## src/rtl/reg_file.sv

```systemverilog
// reg_file: architectural register file, two combinational read ports, two write ports, PC redirect on PC writes.
// Optional macro REG_FILE_BYPASS_EN adds same-cycle write-to-read forwarding.
module reg_file #(
    parameter int unsigned ADDR_BITS = 4,
    parameter int unsigned WIDTH     = 32,
    parameter int unsigned PC_REG    = 15,
    parameter int unsigned PC_OFFSET = 8
) (
    input  logic                 clk,
    input  logic                 rst_n,
    input  logic [ADDR_BITS-1:0] rd_addr0,
    output logic [WIDTH-1:0]     rd_data0,
    input  logic [ADDR_BITS-1:0] rd_addr1,
    output logic [WIDTH-1:0]     rd_data1,
    input  logic                 wr_en0,
    input  logic [ADDR_BITS-1:0] wr_addr0,
    input  logic [WIDTH-1:0]     wr_data0,
    input  logic                 wr_en1,
    input  logic [ADDR_BITS-1:0] wr_addr1,
    input  logic [WIDTH-1:0]     wr_data1,
    input  logic [WIDTH-1:0]     pc_in,
    output logic                 pc_wr_valid,
    output logic [WIDTH-1:0]     pc_wr_data
);
    localparam int unsigned          NUM_REGS = 2 ** ADDR_BITS;
    localparam logic [ADDR_BITS-1:0] PC_IDX   = ADDR_BITS'(PC_REG);
    localparam logic [WIDTH-1:0]     PC_ADD   = WIDTH'(PC_OFFSET);

    logic [WIDTH-1:0] regs [NUM_REGS];
    logic [WIDTH-1:0] pc_read;
    logic             wr_pc0;
    logic             wr_pc1;
    logic             pc_wr_valid_d, pc_wr_valid_q;
    logic [WIDTH-1:0] pc_wr_data_d,  pc_wr_data_q;

    assign pc_read = pc_in + PC_ADD;
    assign wr_pc0  = wr_en0 && (wr_addr0 == PC_IDX);
    assign wr_pc1  = wr_en1 && (wr_addr1 == PC_IDX);

    // One flop per index except the PC slot, which reads as a constant and is never selected.
    for (genvar i = 0; i < NUM_REGS; i++) begin : g_reg
        if (i == int'(PC_REG)) begin : g_pc
            assign regs[i] = '0;
        end else begin : g_gpr
            logic [WIDTH-1:0] reg_d, reg_q;

            always_comb begin
                reg_d = reg_q;
                if (wr_en1 && (wr_addr1 == ADDR_BITS'(i))) reg_d = wr_data1;
                if (wr_en0 && (wr_addr0 == ADDR_BITS'(i))) reg_d = wr_data0;
            end

            always_ff @(posedge clk or negedge rst_n) begin
                if (!rst_n) reg_q <= '0;
                else        reg_q <= reg_d;
            end

            assign regs[i] = reg_q;
        end
    end

    // Read port 0: PC index overrides everything, forwarding (if built) overrides storage.
    always_comb begin
        rd_data0 = regs[rd_addr0];
`ifdef REG_FILE_BYPASS_EN
        if (wr_en1 && (wr_addr1 == rd_addr0)) rd_data0 = wr_data1;
        if (wr_en0 && (wr_addr0 == rd_addr0)) rd_data0 = wr_data0;
`endif
        if (rd_addr0 == PC_IDX) rd_data0 = pc_read;
    end

    always_comb begin
        rd_data1 = regs[rd_addr1];
`ifdef REG_FILE_BYPASS_EN
        if (wr_en1 && (wr_addr1 == rd_addr1)) rd_data1 = wr_data1;
        if (wr_en0 && (wr_addr0 == rd_addr1)) rd_data1 = wr_data0;
`endif
        if (rd_addr1 == PC_IDX) rd_data1 = pc_read;
    end

    // Redirect pulse: port 0 wins when both ports target the PC; data holds when idle.
    always_comb begin
        pc_wr_valid_d = wr_pc0 || wr_pc1;
        pc_wr_data_d  = pc_wr_data_q;
        if (wr_pc0)      pc_wr_data_d = wr_data0;
        else if (wr_pc1) pc_wr_data_d = wr_data1;
    end

    always_ff @(posedge clk or negedge rst_n) begin
        if (!rst_n) begin
            pc_wr_valid_q <= 1'b0;
            pc_wr_data_q  <= '0;
        end else begin
            pc_wr_valid_q <= pc_wr_valid_d;
            pc_wr_data_q  <= pc_wr_data_d;
        end
    end

    assign pc_wr_valid = pc_wr_valid_q;
    assign pc_wr_data  = pc_wr_data_q;

endmodule

```

## config.mk

```make
export PLATFORM = sky130hd
export DESIGN_NAME = reg_file
export DESIGN_NICKNAME = d
export VERILOG_FILES = /design/src/rtl/reg_file.sv
export SDC_FILE = /design/constraint.sdc
export NUM_CORES = 2
export LEC_CHECK = 0
export CORE_ASPECT_RATIO = 1.1
export CORE_MARGIN = 2
export CORE_UTILIZATION = 37
export DETAILED_ROUTE_END_ITERATION = 12
export HOLD_SLACK_MARGIN = 0.05
export PLACE_DENSITY = 0.64
export SETUP_SLACK_MARGIN = 0.4
export SLEW_MARGIN = 20
export SYNTH_ARGS = -nofsm -noshare
export SYNTH_HDL_FRONTEND = slang
export SYNTH_SLANG_ARGS = --single-unit
```

## constraint.sdc

```tcl
create_clock -name clk -period 3 [get_ports clk]
set_clock_uncertainty 0.15 [all_clocks]
set_input_delay 0.6 -clock clk [delete_from_list [all_inputs] [get_ports clk]]
set_output_delay 0.6 -clock clk [all_outputs]
set_load 0.01 [all_outputs]
```

==> results.sh <==
export IMPL_status="finished, violations left"
export IMPL_violations="setup timing"
export IMPL_critPathKind="in2out"
export IMPL_grt_pass1_vias=28500
export IMPL_grt_max_degree=70
export IMPL_powerDensity_nw_per_um2=586
export IMPL_die_w_um=287
export IMPL_ant_nets=0
export IMPL_die_h_um=315
export IMPL_portBuffers=212
export IMPL_synth_seq_cells=513
export IMPL_ys_warnings_count=0
export IMPL_yosysSeqAreaShare_pct=39.5
export IMPL_syn2layout_area_growth_pct=33.0
export IMPL_htree_num_levels=2
export IMPL_clk_pin_slew_worst_paths_ns=0.06
export IMPL_cts_buffers=57
export IMPL_fin_cells=4850
export IMPL_vdd_drop_max_uv=509
export IMPL_drt_wirelength_per_cell_um=26.6
export IMPL_worstPathMaxFanout=5
export IMPL_dr_pass1_iters=6
export IMPL_timing_hold_ws_ns=0.425
export IMPL_utilization_pct=49.4
export IMPL_hold_violations=0
export IMPL_setup_tns_ns=-0.393
export IMPL_max_freq_mhz=325
export IMPL_drc=0
export IMPL_rows=114
export IMPL_cts_tree="done"
export IMPL_layout_commonest_cell="mux2i_1"
export IMPL_place_congestion=0.902
export IMPL_r2r_slack_ns=1.87
export IMPL_fin_nets=3756
export IMPL_track_usage_pct=28.2
export IMPL_maxCapViolCount=0
export IMPL_avgSynthCellArea_sq_um=10.1
export IMPL_drive_above_1_share_pct=31.0
export IMPL_dr_total_vias=28800
export IMPL_routed_wl_mm=129
export IMPL_synth_edff_count=0
export IMPL_synth_ff_type="dfrtp_1"
export IMPL_critPathCaptureType="output pin"
export IMPL_start_util_pct=37.2
export IMPL_r2r_cells=3
export IMPL_p_total_w=0.0253
export IMPL_cellLeakagePower_nw=18.1
export IMPL_tightestPinTransition_ns=0.896
export IMPL_drt_iter0_drc=2877
export IMPL_r2r_end="g_reg[11].g_gpr.reg_q[22]$_DFFE_PN0P_"
export IMPL_synthCells=3219
export IMPL_die_area_sq_um=90200
export IMPL_layout_common_cells="mux2i_1 (553), dfrtp_1 (513), nor2_1 (335), buf_4 (326), a21oi_1 (325)"
export IMPL_syn_nets=3336
export IMPL_min_path_type="in2async"
export IMPL_relSlewSlack_pct=40.1
export IMPL_insertion_delay_ns=0.64
export IMPL_ioPinCount=213
export IMPL_rsz0062_at_grt="yes"
export IMPL_async_flop_share_pct=100
export IMPL_grt_ovfl_total=0
export IMPL_setup_viol=12
export IMPL_antenna_found_initial=3
export IMPL_min_period_ns=3.08
export IMPL_place_inst=4600
export IMPL_cts_sinks=513
export IMPL_design_core_area_sq_um=87400
export IMPL_via_per_inst=5.94
export IMPL_drv_slew=0
export IMPL_ctsLongestPathBuffers=3
export IMPL_syn_area_sq_um=32500
export IMPL_critPathRequiredTime_ns=2.25
export IMPL_period_share_pct=103
export IMPL_arrival_ns=2.33
export IMPL_grt_pass1_wl_mm=191
export IMPL_synth_cell_types=60
export IMPL_critPathLaunchType="primary input"
export IMPL_hpwl_mm=83.1
export IMPL_setup_ws_ns=-0.0751
export IMPL_cts_root_buf="clkbuf_16"
export IMPL_reg2reg_from="g_reg[11].g_gpr.reg_q[22]$_DFFE_PN0P_"
==> kinds of logic after synthesis <==
kind of cell	after synthesis	share of synthesized area, %
AO/OA/AOI/OAI	764	13.3
XOR/XNOR	26	0.701
adder cells (fa/ha/maj)	1	0.0385
buffers and inverters	370	4.93
flip-flops	513	39.5
multiplexers	798	31.7
AND/OR/NAND/NOR	747	9.86
==> critical path, stage by stage <==
cell and delay (ns):
buf_4 0.10, nand3_4 0.11, nor4_4 0.33, buf_12 0.19, buf_12 0.12, nand4_1 0.15, xor2_2 0.24, a221oi_2 0.28
buf_2 0.19
==> metrics by stage <==
stage          instance area (sq um)  worst slack, ns
3_5_place_dp                   38600            -1.09
2_1_floorplan                  32700            0.351
4_1_cts                        42400          -0.0795
3_3_place_gp                   38600            -1.09
5_1_grt                        43200           -0.146
6_report                       43200          -0.0751
==> routing by layer <==
layer	vias to the layer above	track usage, %	wire [um]
met5	-	0	11
met4	2	16.0	7800
met3	391	5.14	10600
met2	1552	44.9	60000
met1	14300	36.3	50600
li1	12600	-	-
==> state kept, by name, summed over array words and instances (netlist names) <==
name,count
g.g_gpr.reg_q,480
pc_wr_valid,1
pc_wr_data,32
==> worst max-delay path by stage <==
stage                         endpoint  depth (start not counted)  slack (ns)                                 from
after floorplan           rd_data1[19]                          6        0.35                          rd_addr1[2]
after CTS                  rd_data1[9]                          6       -0.08  g_reg[7].g_gpr.reg_q[9]$_DFFE_PN0P_
after detailed placement  rd_data1[21]                         10       -1.09                            pc_in[13]
after global placement    rd_data1[30]                         10       -1.09                            pc_in[13]
after global routing      rd_data1[29]                         11       -0.15                             pc_in[4]
final                     rd_data1[27]                          9       -0.08                            pc_in[10]
==> cell usage after synthesis (11+ instances only) <==
cell type | n | area, sq um
mux2_2 | 62 | 698
nand2_1 | 247 | 927
dfrtp_1 | 513 | 12800
a211oi_1 | 14 | 105
o21ai_0 | 250 | 1250
a31o_2 | 12 | 105
o211ai_1 | 11 | 82.6
nor2b_1 | 25 | 156
nand3_1 | 35 | 175
nor3_1 | 11 | 55.1
buf_2 | 104 | 521
nand2b_1 | 36 | 225
o221ai_1 | 33 | 289
nor2_1 | 348 | 1310
mux4_2 | 178 | 4010
buf_4 | 20 | 150
xor2_1 | 20 | 175
mux2i_1 | 558 | 5590
buf_1 | 48 | 180
a21oi_1 | 345 | 1730
o22ai_1 | 57 | 357
clkbuf_1 | 186 | 698
==> what timing repair did <==
item	CTS	global route
hold buffers	1	0
gates resized for setup	619	96
pin swaps	86	49
setup buffers	87	45
hold endpoints to repair	42	0
endpoints found under the setup margin	64	64
cloned	5	2
==> where the power goes <==
part           leakage [nW]  internal [W]  switching [W]
clock network         0.975       0.00442        0.00308
logic                  11.1       0.00427        0.00350
registers              6.06       0.00870        0.00137
total                  18.1        0.0174        0.00795
==> area by class of cell <==
type / count / area (sq um)
Inverter: 10 / 37.5
Clock inverter: 18 / 228
Clock buffer: 90 / 1750
Multi-Input combinational cell: 2336 / 19400
Antenna cell: 2 / 5.00
Timing Repair Buffer: 721 / 7550
Sequential cell: 513 / 12800
Tap cell: 1160 / 1450
Fill cell: 7724 / 44200
Note: power is estimated with default switching activity, not from simulation.
